File: config.mk
export PLATFORM = sky130hd
export DESIGN_NAME = tcdm_bridge_req_buffer
export DESIGN_NICKNAME = d
export VERILOG_FILES = /design/src/rtl/tcdm_bridge_pkg.sv /design/src/rtl/tcdm_bridge_fifo.sv /design/src/rtl/tcdm_bridge_req_buffer.sv
export SDC_FILE = /design/constraint.sdc
export NUM_CORES = 1
export LEC_CHECK = 0
export BUFFER_PORTS_ARGS = -buffer_cell sky130_fd_sc_hd__buf_4
export CAP_MARGIN = 20
export CORE_UTILIZATION = 54
export DETAILED_ROUTE_END_ITERATION = 7
export PLACE_DENSITY = 0.87
export RECOVER_POWER = 100
export SYNTH_ARGS = -nofsm -noshare
export SYNTH_HDL_FRONTEND = slang
export SYNTH_SLANG_ARGS = --single-unit
File: constraint.sdc
create_clock -name clk -period 8.9 [get_ports clk]
set_input_delay 1.335 -clock clk [delete_from_list [all_inputs] [get_ports clk]]
set_output_delay 1.335 -clock clk [all_outputs]
set_load 0.01 [all_outputs]
File: src/rtl/tcdm_bridge_pkg.sv
// tcdm_bridge_pkg: shared widths and payload sizing for the TCDM bridge request buffer
package tcdm_bridge_pkg;
  localparam int ADDR_W = 32;
  localparam int DATA_W = 32;
  localparam int ID_W = 16;
  localparam int AUX_W = 32;
  localparam int DEPTH_DEF = 2;
  localparam int MAX_OUT_DEF = 8;
  function automatic int payload_width(input int addr, input int data, input int be, input int id, input int aux);
    return 1 + addr + 1 + data + be + id + aux;
  endfunction
endpackage

File: src/rtl/tcdm_bridge_fifo.sv
// tcdm_bridge_fifo: flat-vector FIFO with wrap-bit pointers and cleared storage on reset
module tcdm_bridge_fifo
  import tcdm_bridge_pkg::*;
#(
  parameter int WIDTH = 8,
  parameter int DEPTH = DEPTH_DEF
) (
  input  logic             clk,
  input  logic             rst,
  input  logic             push,
  input  logic             pop,
  input  logic [WIDTH-1:0] din,
  output logic [WIDTH-1:0] dout,
  output logic             full,
  output logic             empty
);
  localparam int AW = $clog2(DEPTH);
  logic [AW:0] wr_ptr, rd_ptr;
  logic [WIDTH-1:0] mem [DEPTH];
  assign empty = wr_ptr == rd_ptr;
  assign full = (wr_ptr[AW] != rd_ptr[AW]) && (wr_ptr[AW-1:0] == rd_ptr[AW-1:0]);
  assign dout = mem[rd_ptr[AW-1:0]];
  // storage and pointers; a full FIFO ignores push regardless of a same-cycle pop
  always_ff @(posedge clk or posedge rst)
    if (rst) begin
      wr_ptr <= '0;
      rd_ptr <= '0;
      for (int i = 0; i < DEPTH; i++) mem[i] <= '0;
    end else begin
      if (push && !full) begin
        mem[wr_ptr[AW-1:0]] <= din;
        wr_ptr <= wr_ptr + (AW+1)'(1);
      end
      if (pop && !empty) rd_ptr <= rd_ptr + (AW+1)'(1);
    end
endmodule

File: src/rtl/tcdm_bridge_req_buffer.sv
// tcdm_bridge_req_buffer: elastic TCDM request buffer; TCDM_BRIDGE_OUTSTANDING_LIMIT_EN enables the in-flight cap
module tcdm_bridge_req_buffer
  import tcdm_bridge_pkg::*;
#(
  parameter int ADDR_WIDTH = ADDR_W,
  parameter int DATA_WIDTH = DATA_W,
  parameter int BE_WIDTH = DATA_WIDTH / 8,
  parameter int ID_WIDTH = ID_W,
  parameter int AUX_WIDTH = AUX_W,
  parameter int DEPTH = DEPTH_DEF,
  parameter int MAX_OUTSTANDING = MAX_OUT_DEF
) (
  input  logic                                 clk,
  input  logic                                 rst,
  input  logic                                 data_req_i,
  input  logic                                 data_ts_set_i,
  input  logic [ADDR_WIDTH-1:0]                data_add_i,
  input  logic                                 data_wen_i,
  input  logic [DATA_WIDTH-1:0]                data_wdata_i,
  input  logic [BE_WIDTH-1:0]                  data_be_i,
  input  logic [ID_WIDTH-1:0]                  data_ID_i,
  input  logic [AUX_WIDTH-1:0]                 data_aux_i,
  output logic                                 data_gnt_o,
  output logic                                 data_req_o,
  output logic                                 data_ts_set_o,
  output logic [ADDR_WIDTH-1:0]                data_add_o,
  output logic                                 data_wen_o,
  output logic [DATA_WIDTH-1:0]                data_wdata_o,
  output logic [BE_WIDTH-1:0]                  data_be_o,
  output logic [ID_WIDTH-1:0]                  data_ID_o,
  output logic [AUX_WIDTH-1:0]                 data_aux_o,
  input  logic                                 data_gnt_i,
  input  logic                                 data_r_valid_i,
  output logic [$clog2(MAX_OUTSTANDING+1)-1:0] outstanding_o,
  output logic                                 err_o
);
  localparam int PW = payload_width(ADDR_WIDTH, DATA_WIDTH, BE_WIDTH, ID_WIDTH, AUX_WIDTH);
  localparam int OW = $clog2(MAX_OUTSTANDING + 1);
  logic [PW-1:0] din, dout;
  logic full, empty, push, pop, credit_ok;
  assign din = {data_ts_set_i, data_add_i, data_wen_i, data_wdata_i, data_be_i, data_ID_i, data_aux_i};
  assign {data_ts_set_o, data_add_o, data_wen_o, data_wdata_o, data_be_o, data_ID_o, data_aux_o} = dout;
  assign data_gnt_o = !full;
  assign push = data_req_i && data_gnt_o;
  assign data_req_o = !empty && credit_ok;
  assign pop = data_req_o && data_gnt_i;
  tcdm_bridge_fifo #(.WIDTH(PW), .DEPTH(DEPTH)) u_fifo (
    .clk(clk), .rst(rst), .push(push), .pop(pop), .din(din), .dout(dout), .full(full), .empty(empty)
  );
`ifdef TCDM_BRIDGE_OUTSTANDING_LIMIT_EN
  assign credit_ok = outstanding_o < OW'(MAX_OUTSTANDING);
  // in-flight counter: +1 per pop, -1 per response, saturates at 0 and flags a stray response
  always_ff @(posedge clk or posedge rst)
    if (rst) begin
      outstanding_o <= '0;
      err_o <= 1'b0;
    end else begin
      if (data_r_valid_i && outstanding_o == '0) err_o <= 1'b1;
      outstanding_o <= (pop && !data_r_valid_i) ? outstanding_o + OW'(1) :
                       (data_r_valid_i && !pop && outstanding_o != '0) ? outstanding_o - OW'(1) : outstanding_o;
    end
`else
  logic unused_r_valid;
  assign unused_r_valid = data_r_valid_i;
  assign credit_ok = 1'b1;
  assign outstanding_o = '0;
  assign err_o = 1'b0;
`endif
endmodule
# Word-level counts from Yosys, hierarchy flattened
# Index checks and enable logic that the tools add are counted.
[word_totals]
in_bits = 123
wordCells = 28
regBits = 240
[op_classes]
addsub = 2
eq_ne = 3
mux = 6
n_lt_le_gt_ge = 3
reduce_logical = 8
bitwise = 2
[op_table]
columns = ["cell", "count"]
rows = [
  ["118-bit two-way mux", 4],
  ["236-bit bitwise mux", 1],
  ["118-bit demux with 1-bit select", 1],
  ["1-bit logical AND", 6],
  ["2-bit by 1-bit adder with 2-bit output (second input constant)", 2],
  ["2-bit greater-or-equal comparator (second input constant)", 2],
  ["1-bit inverter with 2-bit output", 2],
  ["2-bit equality test", 1],
  ["1-bit zero test", 2],
  ["2-bit by 1-bit < comparator with 1-bit output (second input constant)", 1],
  ["1-bit equality test", 1],
  ["1-bit inequality test", 1],
]

# Depth between registers and ports, before layout
# Gate-level depths: netlist of run 1.
[logic_depth]
ltp_word = 6
depth_mapped = 6

# Modules after synthesis
# Synthesis of run 1 repeated with hierarchy kept, for this count alone.
[hier_totals]
hier_cells = 667
area_unflattened_um2 = 10407.5
[modules_own_cells]
columns = ["module", "seq_area_each_um2", "cells_per_inst", "n_inst", "area_each_um2"]
rows = [
  ["tcdm_bridge_fifo", 6005.8, 657, 1, 10346.2],
  ["tcdm_bridge_req_buffer", 0.0, 10, 1, 61.3],
]

# Least setup slack after synthesis of run 1
# OpenSTA, ideal clock, no wires.
[synth_timing]
path_type = "reg2out"
start = "reg u_fifo.rd_ptr[0]"
end = "out data_ID_o[0]"
slack_ns = 6.092
t_arrival_ns = 1.473
path_stages_with_launch = 5
cell_sequence = "dfrtp_1 -> clkbuf_1 -> buf_1 -> buf_2 -> mux2_2"
[synth_via]
elab_chain_len = 4
[synth_rtl]
columns = ["item", "line", "rtl"]
rows = [
  ["start: declaration", "tcdm_bridge_fifo.sv:18", "logic [AW:0] wr_ptr, rd_ptr;"],
  ["start signal: assignment", "tcdm_bridge_fifo.sv:34", "if (pop && !empty) rd_ptr <= rd_ptr + (AW+1)'(1);"],
  ["1-bit inverter with 2-bit output (not written as such)", "tcdm_bridge_fifo.sv:22", "assign dout = mem[rd_ptr[AW-1:0]];"],
  ["118-bit two-way mux (not written as such) (3 in series)", "tcdm_bridge_fifo.sv:22", ""],
  ["end: declaration", "tcdm_bridge_req_buffer.sv:30", "output logic [ID_WIDTH-1:0] data_ID_o,"],
]
# Every way passes these cells. The select of a mux whose other input is x is not followed.

# Worst setup path after layout of run 1
[layout_timing]
start = "reg u_fifo.rd_ptr[0]"
end = "out data_aux_o[8]"
[layout_via]
elab_chain_len = 4
[layout_rtl]
columns = ["item", "line", "rtl"]
rows = [
  ["1-bit inverter with 2-bit output (not written as such)", "tcdm_bridge_fifo.sv:22", ""],
  ["118-bit two-way mux (not written as such) (3 in series)", "tcdm_bridge_fifo.sv:22", ""],
  ["end: declaration", "tcdm_bridge_req_buffer.sv:31", "output logic [AUX_WIDTH-1:0] data_aux_o,"],
]
# Every way passes these cells. The select of a mux whose other input is x is not followed.

==> results of run 1 <==
## synthesized netlist by cell type
| cell | number | area (um^2) |
|---|---|---|
| a21boi_0 | 1 | 7.510 |
| a21oi_1 | 2 | 10.01 |
| a21oi_2 | 1 | 8.760 |
| a31oi_1 | 1 | 6.260 |
| buf_1 | 1 | 3.750 |
| buf_2 | 24 | 120.1 |
| buf_4 | 7 | 52.55 |
| buf_6 | 5 | 56.30 |
| clkbuf_1 | 7 | 26.28 |
| conb_1 | 1 | 3.750 |
| dfrtp_1 | 240 | 6006 |
| inv_1 | 2 | 7.510 |
| mux2_2 | 315 | 3547 |
| mux2_4 | 40 | 600.6 |
| mux2i_1 | 3 | 30.03 |
| nand2_1 | 4 | 15.01 |
| nor2_1 | 1 | 3.750 |
| o211ai_1 | 1 | 7.510 |
| o21ai_0 | 2 | 10.01 |
| xnor2_1 | 2 | 17.52 |
| xor2_1 | 1 | 8.760 |
## worst max path at each step
stage	end	slack (ps)	cells past startpoint
after floorplan	u_fifo.mem[0]$_DFFE_PP0P_	980	1
after global placement	u_fifo.mem[78]$_DFFE_PP0P_	5080	6
after detailed placement	u_fifo.mem[63]$_DFFE_PP0P_	5070	6
after CTS	data_aux_o[14]	4990	3
after global routing	data_wdata_o[7]	2480	3
final	data_aux_o[8]	2920	3
## layout by cell type, fill, tap and decap left out, types with 2 or more instances in the layout
cell / netlist / final
clkbuf_8: 0 / 8
mux2i_1: 3 / 3
a21oi_1: 2 / 2
xnor2_1: 2 / 2
clkinv_2: 0 / 4
nand2_1: 4 / 4
clkbuf_16: 0 / 27
o21ai_0: 2 / 2
mux2_4: 40 / 2
clkbuf_1: 7 / 124
mux2_2: 315 / 314
conb_1: 1 / 5
dfrtp_1: 240 / 240
buf_4: 7 / 128
mux2_1: 0 / 39
## sequential cells by signal, summed over array words and instances, names as in the netlist
register	count
u_fifo.rd_ptr	2
u_fifo.wr_ptr	2
u_fifo.mem	236
## metal layers
| layer | part of all wire | global-route usage |
|---|---|---|
| met5 | 0 | 0 |
| met4 | 0.029 | 0.06961 |
| met3 | 0.058 | 0.05096 |
| met2 | 0.49 | 0.3759 |
| met1 | 0.42 | 0.2703 |
## layout make-up
| class | instances | share of cell area |
|---|---|---|
| flip-flops and latches | 240 | 0.4704 |
| repair buffers | 249 | 0.1111 |
| inverters | 2 | 0.0006861 |
| multi-input cells | 379 | 0.3256 |
| clock inverters | 5 | 0.003920 |
| well taps | 260 | 0.02548 |
| clock buffers | 39 | 0.06273 |
## kinds of logic (layout without fill, tap and decap cells)
group	Yosys count	count (layout)	share of synthesized area
AND/OR/NAND/NOR	5	5	0.001778
flip-flops	240	240	0.5693
AO/OA/AOI/OAI	8	8	0.004746
other	1	5	0.0003555
multiplexers	358	358	0.3960
XOR/XNOR	3	3	0.002491
buffers and inverters	46	295	0.02526
## stage by stage
| stage | utilization | worst slack [ps] | cells | cell area [um^2] | power [mW] |
|---|---|---|---|---|---|
| 2_1_floorplan | - | 976.9 | 665 | 10560 | 3.679 |
| 3_3_place_gp | 0.6604 | 5081 | 1130 | 12520 | 4.589 |
| 3_5_place_dp | 0.6604 | 5066 | 1130 | 12520 | 4.673 |
| 4_1_cts | 0.7053 | 4990 | 1174 | 13370 | 5.763 |
| 5_1_grt | 0.6735 | 2479 | 1174 | 12770 | 5.586 |
| 6_report | 0.6735 | 2918 | 1174 | 12770 | 5.266 |
## report_power, final
part           total [mW]  leakage (nW)  switching [mW]  internal [mW]
combinational        2.24          2.26            1.02           1.22
clock                1.05         0.425           0.411          0.643
sequential           1.97          2.82           0.308           1.66
total                5.27          5.51            1.74           3.52
==> qor.txt, run 1 <==
ant diodes = 0
clk buf depth = 3
minimum clock period = 5982 ps
Post-CTS Hold Fix Bufs = 0
hold endpoint = u_fifo.mem[8]$_DFFE_PP0P_
Multi-input gate area = 4156 um^2
Gate Count Post-Synth = 661
Setup-failing EPs final = 0
Cells on Worst Hold Path = 1
vias in the first global route = 6748
synthesized flop and latch total = 240
Worst Hold Launch = u_fifo.mem[8]$_DFFE_PP0P_
Die ar. = 20100 um^2
Reg area = 6006 um^2
All-Layer GR Usage = 0.2176
reg2reg setup slack = 3660 ps
vias per cell = 5.257
fmax = 167.2 MHz
Area Overhead vs Synth = 21.02%
Max H-tree Level = 1
CTS tree = yes
Starting Density = 0.5565
Synth Area per Inst = 15.96 um^2
DRT iter0 DRCs = 162
post-synthesis cell type count = 21
CTS Root Cell = clkbuf_16
worst skew pair latency = 510 ps
sequential-to-total area share from yosys stat = 0.5693
arrival time at the worst endpoint = 4650 ps
CP startpoint kind = flip-flop
final worst-path cycle share = 0.6721
total negative slack = 0 ps
maxcap violations = 4
Slew Limit Fails = 264
share of post-route cells with drive strength above 1 = 0.5328
pwr dens = 412.5 nW/um^2
P_leak = 5.511 nW
hold crit path type = flip-flop to flip-flop
Slew @ Worst Pin = 5696 ps
worst reg2reg path endpoint = u_fifo.mem[207]$_DFFE_PP0P_
Final Hold Vio Count = 0
CP max stage delay = 1980 ps
worst path required time = 7570 ps
Worst VDD drop = 0.0002413 V
Die H = 141.8 um
Post-DP HPWL = 13720 um
WP buf/inv = 2
synthesized cell area = 10550 um^2
kind of critical path = flip-flop to output pin
Placer Congestion = 0.7234
IO Count = 248
Crit. End Element = output pin
post_cts resized = 0
violated checks = capacitance limit, slew limit
input/output buffers = 241
CP most frequent cell = clkbuf_1
largest net degree at the start of global routing = 133
Clock transition at path regs = 60 ps
worst r2r path cells = 5
FP Rows = 50
core area = 18960 um^2
remaining global-route overflow = 0
WL/cell = 18.18 um
first-pass GRT wire length = 34760 um
worst-path maximum fanout = 45
warnings from Yosys = 0
Reg2Reg Launch Point = u_fifo.rd_ptr[0]$_DFFE_PP0P_
CTS Sinks = 240
RSZ-0062 raised after global routing = false
number of buffers created by CTS = 26
WL final = 21340 um
Vias = 6172
Setup Skew = 6.114 ps
FILL cells = 1441
DRC errors left = 0
nets = 1021
crit path from = u_fifo.rd_ptr[0]$_DFFE_PP0P_
first-pass iteration count of the detailed router = 4
initial antenna violation count = 0
max_slew headroom = -2.818
slowest cell on the critical path = clkbuf_1
status = finished with violations
chip width = 141.8 um
antenna-violating nets left = 0
crit-path leading delay family = buffers and inverters
Post-CTS Setup Inserts = 0
hold_ws = 479.1 ps
crit-path cells = clkbuf_1, mux2_2, clkbuf_1
Power figures use the tool's default switching activity.
==> run 2, diff against run 1 <==
Clock period 8.9 ns to 6 ns, I/O delays scaled along.
==> run 2 against run 1 <==
The run still ends with capacitance limit, slew limit left; cell area rose by 0.44%; via count rose by 0.28%; die area is the same; final cell count rose by 0.17%; total power rose by 51%; critical path type unchanged.
==> qor.txt, run 2 (same netlist as run 1, synthesis figures left out) <==
final worst-path cycle share = 0.7230
vias per cell = 5.263 (+0.10%)
fmax = 230.5 MHz
Die H = 141.8 um (unchanged)
top flop regs = u_fifo.mem x236, u_fifo.rd_ptr x2, u_fifo.wr_ptr x2
IO Count = 248 (unchanged)
worst path required time = 5100 ps (-2470 ps)
max_slew headroom = -1.050 (+1.768)
violated checks = capacitance limit, slew limit
arrival time at the worst endpoint = 3440 ps (-1210 ps)
CTS tree = yes
DRT iter0 DRCs = 210 (+30%)
Worst VDD drop = 0.0003522 V (+46%)
FP Rows = 50 (unchanged)
worst-path maximum fanout = 45 (unchanged)
largest net degree at the start of global routing = 129 (-3.0%)
Crit. End Element = output pin
P_leak = 5.549 nW (+0.69%)
Setup-failing EPs final = 0 (unchanged)
Max H-tree Level = 1 (unchanged)
hold crit path type = input pin to asynchronous set/reset pin
clk buf depth = 3 (unchanged)
Starting Density = 0.5565 (unchanged)
DP Area = 12530 um^2 (about the same)
ant diodes = 0 (unchanged)
Slew Limit Fails = 454 (+72%)
kind of critical path = flip-flop to output pin
All-Layer GR Usage = 0.2187 (+0.001096)
core area = 18960 um^2 (unchanged)
vias in the first global route = 6820 (+1.1%)
input/output buffers = 241 (unchanged)
Slew @ Worst Pin = 3075 ps (-2621 ps)
FILL cells = 1456 (+1.0%)
Clock transition at path regs = 70 ps (about the same)
worst skew pair latency = 500 ps (about the same)
nets = 1021 (unchanged)
max reg flops = 236 (unchanged)
Final Hold Vio Count = 0 (unchanged)
chip width = 141.8 um (unchanged)
Design Area, Final = 12820 um^2 (+0.44%)
Top reg by flops = u_fifo.mem
WL final = 21550 um (+0.96%)
share of post-route cells with drive strength above 1 = 0.5328 (about the same)
Setup Skew = 9.883 ps (+3.769 ps)
total negative slack = 0 ps (unchanged)
RSZ-0062 raised after global routing = false
hold_ws = 347.2 ps (-131.9 ps)
Post-CTS Setup Inserts = 0 (unchanged)
pwr dens = 620.1 nW/um^2 (+50%)
Vias = 6189 (+0.28%)
WL/cell = 18.32 um (+0.79%)
first-pass GRT wire length = 35220 um (+1.3%)
maxcap violations = 7 (+3)
CTS Root Cell = clkbuf_16
status = finished with violations
first-pass iteration count of the detailed router = 4 (unchanged)
DRC errors left = 0 (unchanged)
Die ar. = 20100 um^2 (unchanged)
number of buffers created by CTS = 25 (-3.8%)
remaining global-route overflow = 0 (unchanged)
Area Overhead vs Synth = 21.55%
CP startpoint kind = flip-flop
minimum clock period = 4338 ps
initial antenna violation count = 0 (unchanged)
Post-DP HPWL = 13410 um (-2.3%)
commonest cells after routing, fill and taps aside = mux2_2, dfrtp_1, buf_4
commonest non-fill, non-tap cell in the layout = mux2_2
antenna-violating nets left = 0 (unchanged)
CTS Sinks = 240 (unchanged)
Placer Congestion = 0.7030 (-2.8%)
post_cts resized = 0 (unchanged)
Post-CTS Hold Fix Bufs = 0 (unchanged)
-- run 2: changes by cell type in the layout (fill, tap and decap cells not counted) --
| cell | delta |
|---|---|
| clkbuf_1 | -2 |
| a21oi_4 | -1 |
| bufinv_16 | +4 |
| clkinv_2 | -2 |
| mux2_1 | +2 |
| a21oi_1 | +1 |
| mux2_4 | +1 |
| clkbuf_2 | +5 |
| clkbuf_16 | -2 |
| mux2_2 | -3 |
| clkbuf_8 | -1 |
-- run 2: area by class of cell --
type	count	area, um^2	area share
Sequential cell	240	6006	0.4684
Inverter	2	8.758	0.0006831
Tap cell	260	325.3	0.02537
Clock buffer	38	744.5	0.05806
Clock inverter	7	160.2	0.01249
Multi-Input combinational cell	379	4149	0.3236
Timing Repair Buffer	250	1429	0.1114
-- run 2: report_power, final --
part	leakage [nW]	total [mW]	internal, mW	switching [mW]
logic	2.28	3.35	1.83	1.52
clock network	0.444	1.68	1.07	0.610
registers	2.82	2.93	2.46	0.464
total	5.55	7.95	5.35	2.60
-- run 2: worst max-delay path, cell delays in order (launching register included) --
cell and delay, ps:
dfrtp_1 1600, buf_4 730, mux2_2 410, clkbuf_1 160
-- run 2: stage by stage --
step	setup slack, ps	cells	util	power [mW]
after floorplan	1952	665	-	5.459
after global routing	1438	1176	0.6764	8.411
after detailed placement	3058	1130	0.6609	6.921
final	1662	1176	0.6764	7.951
after global placement	3057	1130	0.6609	6.807
after CTS	2496	1175	0.7086	8.669
-- run 2: final timing paths --
path	start	to	slack [ps]	depth (start not counted)
setup / recovery	u_fifo.rd_ptr[0]$_DFFE_PP0P_	data_aux_o[29]	1660	3
hold / removal	rst	u_fifo.mem[178]$_DFFE_PP0P_	350	2
setup reg to reg	u_fifo.rd_ptr[0]$_DFFE_PP0P_	u_fifo.mem[11]$_DFFE_PP0P_	1800	4
hold reg to reg	u_fifo.mem[19]$_DFFE_PP0P_	u_fifo.mem[19]$_DFFE_PP0P_	480	1
max in group asynchronous	rst	u_fifo.mem[209]$_DFFE_PP0P_	2390	3
min in group clk	u_fifo.mem[19]$_DFFE_PP0P_	u_fifo.mem[19]$_DFFE_PP0P_	480	1
-- run 2: routing by layer --
| layer | wire, um | vias to the layer above | global-route usage |
|---|---|---|---|
| met4 | 458 | 0 | 0.06282 |
| met3 | 1321 | 35 | 0.04995 |
| li1 | - | 2839 | - |
| met2 | 10600 | 173 | 0.3708 |
| met5 | 0 | - | 0 |
| met1 | 9163 | 3142 | 0.2817 |
